<file path="config.mk">
export PLATFORM = sky130hd
export DESIGN_NAME = uart_tx_fifo
export DESIGN_NICKNAME = d
export VERILOG_FILES = /design/src/rtl/uart_tx_fifo.sv
export SDC_FILE = /design/constraint.sdc
export NUM_CORES = 1
export LEC_CHECK = 0
export BUFFER_PORTS_ARGS = -buffer_cell sky130_fd_sc_hd__buf_2
export CAP_MARGIN = 20
export CORE_MARGIN = 5
export CORE_UTILIZATION = 45
export CTS_CLUSTER_SIZE = 10
export DETAILED_ROUTE_END_ITERATION = 8
export SETUP_SLACK_MARGIN = 0.3
export SYNTH_ARGS = -nofsm -noshare
export SYNTH_HDL_FRONTEND = slang
export SYNTH_SLANG_ARGS = --single-unit
</file>
<file path="constraint.sdc">
create_clock -name i_clk -period 6.9 [get_ports i_clk]
set_clock_uncertainty 0.2 [all_clocks]
set_input_delay 1.035 -clock i_clk [delete_from_list [all_inputs] [get_ports i_clk]]
set_output_delay 1.035 -clock i_clk [all_outputs]
set_load 0.01 [all_outputs]
</file>
<file path="src/rtl/uart_tx_fifo.sv">
// Show-ahead byte FIFO in front of the UART transmitter: the head entry is always
// visible on o_rd_data, and a pop simply advances to the next entry.
module uart_tx_fifo #(
  parameter int SIZE_DATA   = 8,
  parameter int DEPTH       = 16,
  parameter int AFULL_LEVEL = 12
) (
  input  logic                      i_clk,
  input  logic                      i_rst,
  input  logic                      i_wr_en,
  input  logic [SIZE_DATA-1:0]      i_wr_data,
  input  logic                      i_rd_en,
  output logic [SIZE_DATA-1:0]      o_rd_data,
  output logic                      o_empty,
  output logic                      o_full,
  output logic                      o_almost_full,
  output logic [$clog2(DEPTH):0]    o_count,
  output logic                      o_overflow,
  output logic                      o_underflow
);

  localparam int PW = $clog2(DEPTH);
  localparam int CW = PW + 1;
  localparam logic [CW-1:0] FULL_CNT  = CW'(DEPTH);
  localparam logic [CW-1:0] AFULL_CNT = CW'(AFULL_LEVEL);

  logic [SIZE_DATA-1:0] mem [DEPTH];
  logic [PW-1:0]        wr_ptr;
  logic [PW-1:0]        rd_ptr;
  logic [CW-1:0]        count;
  logic [SIZE_DATA-1:0] last_data;
  logic                 overflow_q;
  logic                 underflow_q;

  logic empty;
  logic full;
  logic wr_accept;
  logic rd_accept;

  assign empty = (count == '0);
  assign full  = (count == FULL_CNT);

  // When full, a write is still taken if a pop frees the head slot in the same cycle.
  assign wr_accept = i_wr_en && (!full || i_rd_en);
  assign rd_accept = i_rd_en && !empty;

  always_ff @(posedge i_clk) begin
    if (wr_accept) begin
      mem[wr_ptr] <= i_wr_data;
    end
  end

  always_ff @(posedge i_clk) begin
    if (i_rst) begin
      wr_ptr      <= '0;
      rd_ptr      <= '0;
      count       <= '0;
      last_data   <= '0;
      overflow_q  <= 1'b0;
      underflow_q <= 1'b0;
    end else begin
      if (wr_accept) begin
        wr_ptr <= wr_ptr + PW'(1);
      end
      if (rd_accept) begin
        rd_ptr <= rd_ptr + PW'(1);
      end
      if (wr_accept && !rd_accept) begin
        count <= count + CW'(1);
      end else if (rd_accept && !wr_accept) begin
        count <= count - CW'(1);
      end
      // Tracks the head so the output holds its last value once the FIFO drains.
      if (!empty) begin
        last_data <= mem[rd_ptr];
      end
      overflow_q  <= i_wr_en && full && !i_rd_en;
      underflow_q <= i_rd_en && empty;
    end
  end

  assign o_rd_data     = empty ? last_data : mem[rd_ptr];
  assign o_empty       = empty;
  assign o_full        = full;
  assign o_almost_full = (count >= AFULL_CNT);
  assign o_count       = count;
  assign o_overflow    = overflow_q;
  assign o_underflow   = underflow_q;

endmodule

</file>
### After elaboration in Yosys (flattened, before gate mapping)

Memories as Yosys holds them, arrays and structs flattened. A register that Yosys moved wholly into a read port is not among the register bits.
Cells that the tools add are included.

* register bits after elaboration: 23
* output and inout bits: 18
* logic and storage cells: 35
* input bits: 12
* bits in writable memories: 128
* memories: 1

Memory list
* mem: words 16, width 8, read ports 1, clocked after memory_dff 1, write ports 1, line 27 `logic [SIZE_DATA-1:0] mem [DEPTH];`

* equal/unequal tests: 1
* reduce and logical (&&, ||, !) cells: 15
* add/subtract/negate cells: 4
* order comparisons: 1
* multiplexer cells: 7

Operators by type and width (count)
* $mux W5: 2
* $add A4 B1 Y4 const B: 2
* $mux W4: 2
* $mux W8: 1
* $logic_and A1 B1 Y1: 7
* $add A5 B1 Y5 const B: 1
* $eq A5 B5 Y1 const B: 1
* $ge A5 B4 Y1 const B: 1
* $logic_not A1 Y1: 5
* $logic_not A5 Y1: 1
* $sub A5 B1 Y5 const B: 1
* $mux W1: 2
* $reduce_bool A2 Y1: 1
* $logic_or A1 B1 Y1: 1

### Longest topological paths before layout

Gate-level depths: netlist (run 1).

* depth after elaboration: 8
* gate-level depth with buffers: 11
* mapped depth without buffers: 11

### Worst setup path after synthesis (run 1)

Ideal clock, no wire load.

* path kind: input-to-reg
* start: input i_rd_en
* end: register count[4] (netlist: o_count[4])
* data required time: 6579 ps
* data arrival time: 2913 ps
* setup slack: 3666 ps
* buffers on the path: 0
* setup time: 121 ps
* stages: 9
* cells stage by stage: inv_1 -> a31oi_2 -> ha_1 -> inv_1 -> ha_1 -> a21o_1 -> a21oi_1 -> mux2i_1 -> mux2_2

* longest elaborated chain between the ends: 5
* elaborated cells between the ends (all ways): 9
* those cells by class: mux: 1; reduce/logical: 8

Ends and longest elaborated chain
* start: declaration: line 12 `input logic i_rd_en,`
* $logic_or A1 B1 Y1 (*): line 44 `assign wr_accept = i_wr_en && (!full || i_rd_en);`
* $logic_and A1 B1 Y1 (*): line 44
* named net wr_accept: line 37 `logic wr_accept;`
* $logic_not A1 Y1: line 70 `end else if (rd_accept && !wr_accept) begin`
* $logic_and A1 B1 Y1: line 70
* $reduce_bool A2 Y1 (no source line)
* end signal: assignment: line 69 `count <= count + CW'(1);`
* end signal: assignment: line 71 `count <= count - CW'(1);`
* end: declaration: line 30 `logic [CW-1:0] count;`

Mark *: on every way through the listed nets, which the timed path passes. The rest lies on a longest branch.
A chain may end at the register's enable or synchronous reset.

==> results.toml, run 1 <==
[synth]
async_flop_share_pct = 0
synth_area_per_cell_um2 = 15.8
synthFlopType = "edfxtp_1"
syn-num-nets = 422
syn_area_um2 = 6310
synth_cell_type_count = 36
yosysSeqAreaShare_pct = 69.5
synth_warnings = 0
ys_ff_latch = 155
netlist_instances = 399
synth-edff-count = 128

[route]
vias = 3319
first_pass_iters = 4
ant_nets = 0
drc = 0
routed_wl_um = 12900
vias_per_cell = 5.29
drtIter0Drc = 261
post_drt_wl_per_cell_um = 20.5

[global_routing]
grt_pass1_wl_um = 19700
overflow = 0
grt_usage_pct = 16.6
grt_max_degree = 53
grt_pass1_vias = 3432
antenna_found_initial = 0

[power_and_ir_drop]
power_frac_comb_pct = 21.9
leakage_nw = 2.43
p_int_mw = 1.86
pwr-share-clk_pct = 34.5
pwr-share-seq_pct = 43.6
netSwitchingFraction_pct = 27.7
powerDensity_nw_per_um2 = 359
switchingPower_mw = 0.714
ir_drop_uv = 218

[floorplanning]
io_pins = 30
die_area_um2 = 16500
die_h_um = 128
coreArea_um2 = 13800
placementRows = 43
fp.dieW_um = 128
initial_utilization_pct = 45.6

[sta]
max_freq_mhz = 249
rsz0062_at_grt = "false"
finalSetupTns_ns = 0
report.final.slew_viol_count = 0
slew_headroom_pct = 27.3
finalCriticalPeriod_ns = 4.01
worst_slack_ns = 2.89
post-route-period-util_pct = 58.2
tightestPinTransition_ns = 1.09
finalHoldViolations = 0
setup_viol = 0

[worst_setup_path]
endpoint_kind = "output pin"
required_ns = 5.66
worst-path-buf-inv = 1
worstSetupStartpointType = "flop"
path_max_fanout = 16
reg2reg_depth = 10
cp_slowest_cell = "dfxtp_1"
reg2reg_slack_ns = 3.83
rr_startpoint = "o_count[0]$_SDFFE_PP0P_"
worst_ep_arrival_time_ns = 2.78
path_cells = "nor2b_2 -> a22o_1 -> nor4_1 -> a221o_1 -> buf_2"
cp_top_family = "flip-flops"
crit_path_max_incr_delay_ns = 0.81
crit_type = "flop to output pin"
reg2reg_to = "o_count[4]$_SDFFE_PP0P_"

[placement]
dp.final_hpwl_um = 8070
numPortBuffers = 29
place_congestion = 0.746
place_ws_ns = 3.19

[layout]
area_delta_synth_final_pct = 13.6
layout.nets = 457
n_antenna_cell = 0
drive_gt1_share_pct = 20.1

[clock_network]
clock_sinks = 155
post_cts_buffers = 0
postCtsHoldBufs = 0
tritoncts = "yes"
cts_buffers = 17
clkTransAtPathRegs_ns = 0.06
cts-root-buf = "clkbuf_16"
clock_path_buffers = 2
clock_latency_ns = 0.42
cts_resized = 0
htreeDepth = 4

[job]
drv_cap = 0

[worst_hold_path]
hp-class = "flop to flop"
hold_end = "rd_ptr[1]$_SDFFE_PP0P_"
hold_path_startpoint = "rd_ptr[1]$_SDFFE_PP0P_"
holdPathStages = 2

[status]
status = "finished, final reports clean"
## sequential cells by signal, summed over array words and instances, names as in the netlist, named ones only
| name | cells |
|---|---|
| o_underflow | 1 |
| o_overflow | 1 |
| o_count | 5 |
| wr_ptr | 4 |
| mem | 128 |
| rd_ptr | 4 |
| last_data | 8 |
## layer usage
layer  wire length, um  track usage (%)
met3               562             5.23
met5                 0                0
met2              6460             26.8
met4               155             6.49
met1              5690             21.0
## power groups by stage
stage	registers [mW]	clock network, mW	logic (mW)
after floorplan	1.12	0	0.421
after detailed placement	1.14	0	0.572
after global placement	1.14	0	0.562
final	1.12	0.888	0.565
after CTS	1.12	0.899	0.575
after global routing	1.13	0.951	0.617
## synthesized netlist by cell type, types with 7 or more instances
library cell | n | area share [%]
inv_1 | 9 | 0.54
nand2_1 | 19 | 1.1
dfxtp_1 | 27 | 8.6
xor2_1 | 7 | 0.97
nor2_1 | 39 | 2.3
a22o_1 | 8 | 1.1
mux2i_1 | 42 | 6.7
edfxtp_1 | 128 | 61
nor2b_1 | 8 | 0.79
a22oi_1 | 12 | 1.4
mux4_2 | 12 | 4.3
ha_1 | 10 | 2.0
a21oi_1 | 12 | 0.95
## cells in the final DEF, fill, tap and decap left out, types with 5 or more instances in the layout
cell       count
a21oi_1       12
a22o_1         8
a22oi_1       12
buf_2         30
buf_4          5
clkbuf_16     17
clkbuf_8       5
dfxtp_1       26
edfxtp_1     128
ha_1          10
inv_1          9
mux2i_1       42
mux4_2        12
nand2_1       19
nand2b_1       5
nor2_1        39
nor2b_1        8
nor3_1         6
o21a_1         6
o31ai_2        6
xor2_1         7
## worst register-to-register path, stage by stage, from the launching register on
cell and delay [ns]:
dfxtp_1 0.37, nor4_4 0.37, nand2b_1 0.22, nand2_1 0.18
ha_1 0.24, inv_1 0.13, ha_1 0.31, a21o_1 0.16
a21oi_1 0.18, mux2i_1 0.24, mux2_2 0.35
## worst max-delay path by stage
| stage | end | slack (ns) | cells after the start |
|---|---|---|---|
| CTS | o_rd_data[1] | 2.84 | 5 |
| detailed placement | o_count[4]$_SDFFE_PP0P_ | 3.19 | 10 |
| finish | o_rd_data[1] | 2.89 | 5 |
| global route | o_rd_data[1] | 2.69 | 5 |
| global placement | o_count[4]$_SDFFE_PP0P_ | 3.25 | 10 |
| floorplan | o_count[4]$_SDFFE_PP0P_ | 3.67 | 9 |
## kinds of logic after synthesis
kind of cell             share of synthesized area, %
AND/OR/NAND/NOR                                  7.08
buffers and inverters                            2.60
XOR/XNOR                                         1.25
adder cells (fa/ha/maj)                          2.30
AO/OA/AOI/OAI                                    6.15
flip-flops                                       69.5
multiplexers                                     11.1
## layout make-up
class                           count  area, um2
Clock buffer                       26        509
Clock inverter                      6       60.1
Fill cell                        1161       6660
Inverter                           10       37.5
Multi-Input combinational cell    215       1760
Sequential cell                   155       4390
Tap cell                          180        225
Timing Repair Buffer               35        188
## metrics by stage
step           util (%)  area (um2)  std cells  power, mW  hold slack [ns]
6_report           51.8        7170        627       2.57            0.308
5_1_grt            51.8        7170        627       2.70            0.346
4_1_cts            51.8        7170        627       2.60            0.307
3_5_place_dp       47.7        6600        595       1.71            0.293
3_3_place_gp       47.7        6590        594       1.70            0.308
2_1_floorplan         -        6310        399       1.55            0.268
(Power assumes the default switching activity.)
==> run 2: changes to the inputs <==
ABC_AREA = 1   (was not set)
clock period = 3.35 ns   (was 6.9 ns; I/O delays follow)
==> results.toml, run 2 <==
[sta]
finalCriticalPeriod_ns = 2.82
finalSetupTns_ns = 0
hold_ws_ns = 0.159
post-route-period-util_pct = 84.3
rsz0062_at_grt = "false"
finalHoldViolations = 0
tightestPinTransition_ns = 0.999
report.final.slew_viol_count = 0
slew_headroom_pct = 33.2
max_freq_mhz = 354
setup_viol = 0

[global_routing]
grt_pass1_wl_um = 23100
overflow = 0
grt_max_degree = 65
grt_pass1_vias = 4345
antenna_found_initial = 0
grt_usage_pct = 17.2

[clock_network]
postCtsHoldBufs = 0
clock_latency_ns = 0.42
cts-root-buf = "clkbuf_16"
htreeDepth = 4
cts_buffers = 17
clock_sinks = 155
clock_path_buffers = 2
clkTransAtPathRegs_ns = 0.06
tritoncts = "yes"

[worst_setup_path]
crit_type = "flop to output pin"
worst-path-buf-inv = 4
reg2reg_to = "o_count[4]$_SDFFE_PP0P_"
worst_ep_arrival_time_ns = 2.12
reg2reg_depth = 13
reg2reg_slack_ns = 0.87
path_cells = "inv_2 -> buf_12 -> nand2_1 -> nand2_1 -> nand2_1 -> nand3_1 -> nand3_1 -> nand3_1 -> nand2_1 -> inv_1 -> buf_2"
required_ns = 2.65
path_depth = 11
critical_path.endpoint = "o_rd_data[3]"
path_max_fanout = 47
crit_path_max_incr_delay_ns = 0.32
rr_startpoint = "o_count[4]$_SDFFE_PP0P_"
cp_top_family = "buffers and inverters"
cp_common_cell = "nand2_1"
cp_slowest_cell = "dfxtp_2"
worstSetupStartpointType = "flop"
endpoint_kind = "output pin"

[floorplanning]
die_h_um = 133
fp.dieW_um = 133
initial_utilization_pct = 45.4
placementRows = 45
die_area_um2 = 17700
coreArea_um2 = 15000
io_pins = 30

[power_and_ir_drop]
powerDensity_nw_per_um2 = 734
pwr-share-clk_pct = 32.3
switchingPower_mw = 1.78
netSwitchingFraction_pct = 31.9
p_int_mw = 3.80
pwr-share-seq_pct = 40.7
leakage_nw = 3.24
power_frac_comb_pct = 27.0
ir_drop_uv = 492

[synth]
synth_area_leaders = "edfxtp_1 (56%), nand2_1 (12%), dfxtp_1 (7.9%)"
synth.most_common_cell = "nand2_1"
async_flop_share_pct = 0
syn_area_um2 = 6820
synth_top_area_share_pct = 56.4
syn-num-nets = 701
synth-edff-count = 128
synth_area_per_cell_um2 = 10.1
synth_cell_type_count = 27
synth_warnings = 0
synthFlopType = "edfxtp_1"
ys_ff_latch = 155
synthTopCellsByCount = "nand2_1 (221), edfxtp_1 (128), nand3_1 (95), inv_1 (94), nor2_1 (28)"
yosysTopAreaCell = "edfxtp_1"
netlist_instances = 678
yosysSeqAreaShare_pct = 64.3

[route]
first_pass_iters = 5
vias_per_cell = 4.99
wirelength_met1_um = 6370
routed_wl_um = 14500
wl_met3_um = 798
drtIter0Drc = 369
post_drt_wl_per_cell_um = 15.9
dr.max_layer_used = "met4"
ant_nets = 0
drc = 0
wl_met2_um = 7110
vias = 4535

[layout]
fin_cells = 908
fillers = 1347
drive_gt1_share_pct = 11.5
layout.nets = 730
final_common_cell = "nand2_1"
final_cell_mix = "nand2_1 (221), edfxtp_1 (128), nand3_1 (95), inv_1 (94), buf_2 (29)"
final_util_pct = 50.5
top_register = "mem"
n_antenna_cell = 0
multi_input_area_um2 = 1830
largest_reg_flops = 128
area_delta_synth_final_pct = 11.4
ff_latch_area_um2 = 4390

[job]
drv_cap = 0

[placement]
place_congestion = 0.780
dp.final_hpwl_um = 9210
dp.cells = 876
numPortBuffers = 29

[worst_hold_path]
hp-class = "primary input to flop"

[status]
status = "finished, final reports clean"
-- run 2: changes by cell type in the layout (fill, tap and decap cells not counted), sizes merged, moves of 8 or more --
cell / change
a22o: -8
a22oi: -12
clkbuf: -8
inv: +87
mux2i: -42
mux4: -12
nand2: +206
nand3: +91
nor2: -9
nor2b: -11
o21ai: +9
or2: +8
-- run 2: how the worst min path moves through the flow --
stage,start,to,slack [ns],depth (start not counted)
2_1_floorplan,rd_ptr[2]$_SDFFE_PP0P_,flop,0.25,2
3_3_place_gp,rd_ptr[2]$_SDFFE_PP0P_,rd_ptr[2]$_SDFFE_PP0P_,0.27,2
3_5_place_dp,rd_ptr[2]$_SDFFE_PP0P_,rd_ptr[2]$_SDFFE_PP0P_,0.27,2
4_1_cts,i_wr_en,o_overflow$_SDFF_PP0_,0.15,3
5_1_grt,i_wr_en,o_overflow$_SDFF_PP0_,0.15,3
6_report,i_wr_en,o_overflow$_SDFF_PP0_,0.16,3
-- run 2: worst reg2reg max path: stages, from the launching register on --
cell,delay (ns)
dfxtp_1,0.40
inv_1,0.10
nand3_1,0.09
buf_4,0.23
nand2_2,0.14
ha_1,0.27
inv_1,0.15
ha_1,0.26
nand2_1,0.07
nand2_1,0.04
a21oi_1,0.16
xnor2_1,0.13
nand2_1,0.06
a21oi_1,0.11
-- run 2: metrics by stage --
stage	cell area, um2	power, mW	setup slack [ns]
finish	7590	5.58	0.526
global placement	7030	3.81	0.885
floorplan	6820	3.43	1.01
global route	7590	5.91	0.334
CTS	7590	5.63	0.390
detailed placement	7030	3.83	0.868
-- run 2: kinds of logic after synthesis --
kind of cell | count (synthesis) | share of synthesized area (%)
flip-flops | 155 | 64.3
XOR/XNOR | 6 | 0.771
AND/OR/NAND/NOR | 359 | 22.2
adder cells (fa/ha/maj) | 11 | 2.13
buffers and inverters | 124 | 8.94
AO/OA/AOI/OAI | 23 | 1.69
-- run 2: power by group through the flow --
stage          sequential (mW)  combinational, mW  clock [mW]
2_1_floorplan             2.30               1.13           0
3_3_place_gp              2.30               1.51           0
3_5_place_dp              2.31               1.52           0
4_1_cts                   2.27               1.53        1.83
5_1_grt                   2.28               1.70        1.93
6_report                  2.27               1.51        1.80
-- run 2: final cells by class --
type | count | share of cell area, %
Clock inverter | 14 | 1.71
Sequential cell | 155 | 57.8
Clock buffer | 18 | 5.65
Inverter | 97 | 4.83
Tap cell | 188 | 3.10
Multi-Input combinational cell | 399 | 24.0
Timing Repair Buffer | 37 | 2.92
-- run 2: timing repair --
item,4_1_cts,5_1_grt
endpoints found under the setup margin,0,6
buffers inserted,0,0
gates resized for setup,0,1
-- run 2: per-layer routing --
layer | vias to the layer above | GRT usage (%)
met4 | 0 | 5.37
met1 | 2152 | 22.5
met3 | 16 | 4.04
met2 | 123 | 28.6
met5 | - | 0
li1 | 2244 | -
==> run 3: changes to the inputs <==
ABC_AREA = 0   (was 1)
clock period = 3 ns   (was 3.35 ns; I/O delays follow)
==> results.toml, run 3 (same netlist as run 1, synthesis figures left out) <==
[sta]
max_freq_mhz = 366
tightestPinTransition_ns = 0.683
hold_ws_ns = 0.0998
post-route-period-util_pct = 91.1
finalHoldViolations = 0
finalSetupTns_ns = 0
rsz0062_at_grt = "true"
setup_viol = 0
report.final.slew_viol_count = 0
slew_headroom_pct = 54.4
finalCriticalPeriod_ns = 2.73

[placement]
dp.cells = 612
place_congestion = 0.792
numPortBuffers = 29
dp.final_hpwl_um = 7950

[layout]
largest_reg_flops = 128
n_antenna_cell = 0
drive_gt1_share_pct = 28.8
area_delta_synth_final_pct = 21.1
layout.nets = 490
final_cell_mix = "edfxtp_1 (128), mux2i_1 (41), nor2_1 (36), buf_2 (29), buf_4 (28)"
fin_cells = 659
top_register = "mem"
final_common_cell = "edfxtp_1"

[route]
vias = 3487
first_pass_iters = 4
routed_wl_um = 13200
drtIter0Drc = 375
vias_per_cell = 5.29
post_drt_wl_per_cell_um = 20.1
drc = 0
ant_nets = 0

[floorplanning]
die_area_um2 = 16500
coreArea_um2 = 13800
die_h_um = 128
placementRows = 43
io_pins = 30
initial_utilization_pct = 45.6
fp.dieW_um = 128

[worst_hold_path]
hp-class = "primary input to flop"
hold_end = "o_overflow$_SDFF_PP0_"
holdPathStages = 2
hold_path_startpoint = "i_rd_en"

[global_routing]
antenna_found_initial = 0
grt_pass1_wl_um = 20500
overflow = 0
grt_max_degree = 27
grt_usage_pct = 17.1
grt_pass1_vias = 3514

[power_and_ir_drop]
powerDensity_nw_per_um2 = 816
totalPowerFinal_mw = 6.23
leakage_nw = 2.64
ir_drop_uv = 453

[worst_setup_path]
reg2reg_depth = 11
worstSetupStartpointType = "flop"
rr_startpoint = "o_count[3]$_SDFFE_PP0P_"
endpoint_kind = "output pin"
worst_ep_arrival_time_ns = 2.08
path_max_fanout = 6
reg2reg_slack_ns = 0.40
reg2reg_to = "o_count[4]$_SDFFE_PP0P_"
required_ns = 2.35
crit_type = "flop to output pin"

[status]
status = "finished, final reports clean"

[clock_network]
clock_latency_ns = 0.42
postCtsHoldBufs = 0
clock_path_buffers = 2
tritoncts = "yes"
cts-root-buf = "clkbuf_16"
cts_buffers = 17
htreeDepth = 4
clock_sinks = 155
clkTransAtPathRegs_ns = 0.06

[job]
drv_cap = 0
-- run 3: cell types whose count changed in the layout (fill, tap and decap cells not counted), sizes merged, moves of 8 or more --
cell	change
a22o	+8
a22oi	+12
buf	+28
inv	-87
mux2i	+42
mux4	+12
nand2	-206
nand3	-91
nor2	+9
nor2b	+11
o21ai	-9
or2	-8
-- run 3: cell type report --
type	count	area [um2]
Clock buffer	21	440
Timing Repair Buffer	67	548
Sequential cell	155	4400
Inverter	10	42.5
Clock inverter	10	101
Tap cell	180	225
Fill cell	1064	6190
Multi-Input combinational cell	216	1880
-- run 3: layer usage --
layer	wire [um]	GRT usage (%)	share of wire (%)	vias to the layer above
met5	0	0	0	-
met4	184	5.62	1.4	0
met3	536	4.11	4.1	18
met2	6550	27.7	50	66
met1	5950	22.8	45	1760
li1	-	-	-	1643
-- run 3: power breakdown --
part	switching, mW	internal [mW]	total [mW]	leakage, nW
sequential	0.119	2.48	2.60	1.38
clock	0.789	1.20	1.99	0.261
combinational	0.846	0.797	1.64	0.994
-- run 3: worst max-delay path: stages (launching register included) --
cell and delay [ns]:
dfxtp_4 0.42, buf_6 0.15, mux4_2 0.52, nor2_2 0.12, o21a_1 0.20, o31ai_4 0.10, buf_2 0.15
-- run 3: how the worst max path moves through the flow --
stage	startpoint	to	slack, ns	cells after the start
2_1_floorplan	o_count[3]$_SDFFE_PP0P_	o_count[4]$_SDFFE_PP0P_	0.32	10
3_3_place_gp	i_rd_en	o_count[4]$_SDFFE_PP0P_	0.27	10
3_5_place_dp	i_rd_en	o_count[4]$_SDFFE_PP0P_	0.19	10
4_1_cts	flop	o_rd_data[0]	0.24	6
5_1_grt	flop	o_rd_data[0]	0.19	6
6_report	flop	o_rd_data[0]	0.27	6
-- run 3: stage by stage --
step	cell area (um2)	setup slack, ns	util, %
2_1_floorplan	6340	0.322	-
3_3_place_gp	6770	0.269	49.0
3_5_place_dp	6770	0.189	49.0
4_1_cts	7530	0.240	54.5
5_1_grt	7640	0.191	55.2
6_report	7640	0.268	55.2
-- run 3: repair_timing --
item,in CTS,in global routing
setup endpoints to repair,9,9
buffers inserted,10,1
gates resized for setup,25,12
pin swaps,10,8
cloned,3,2
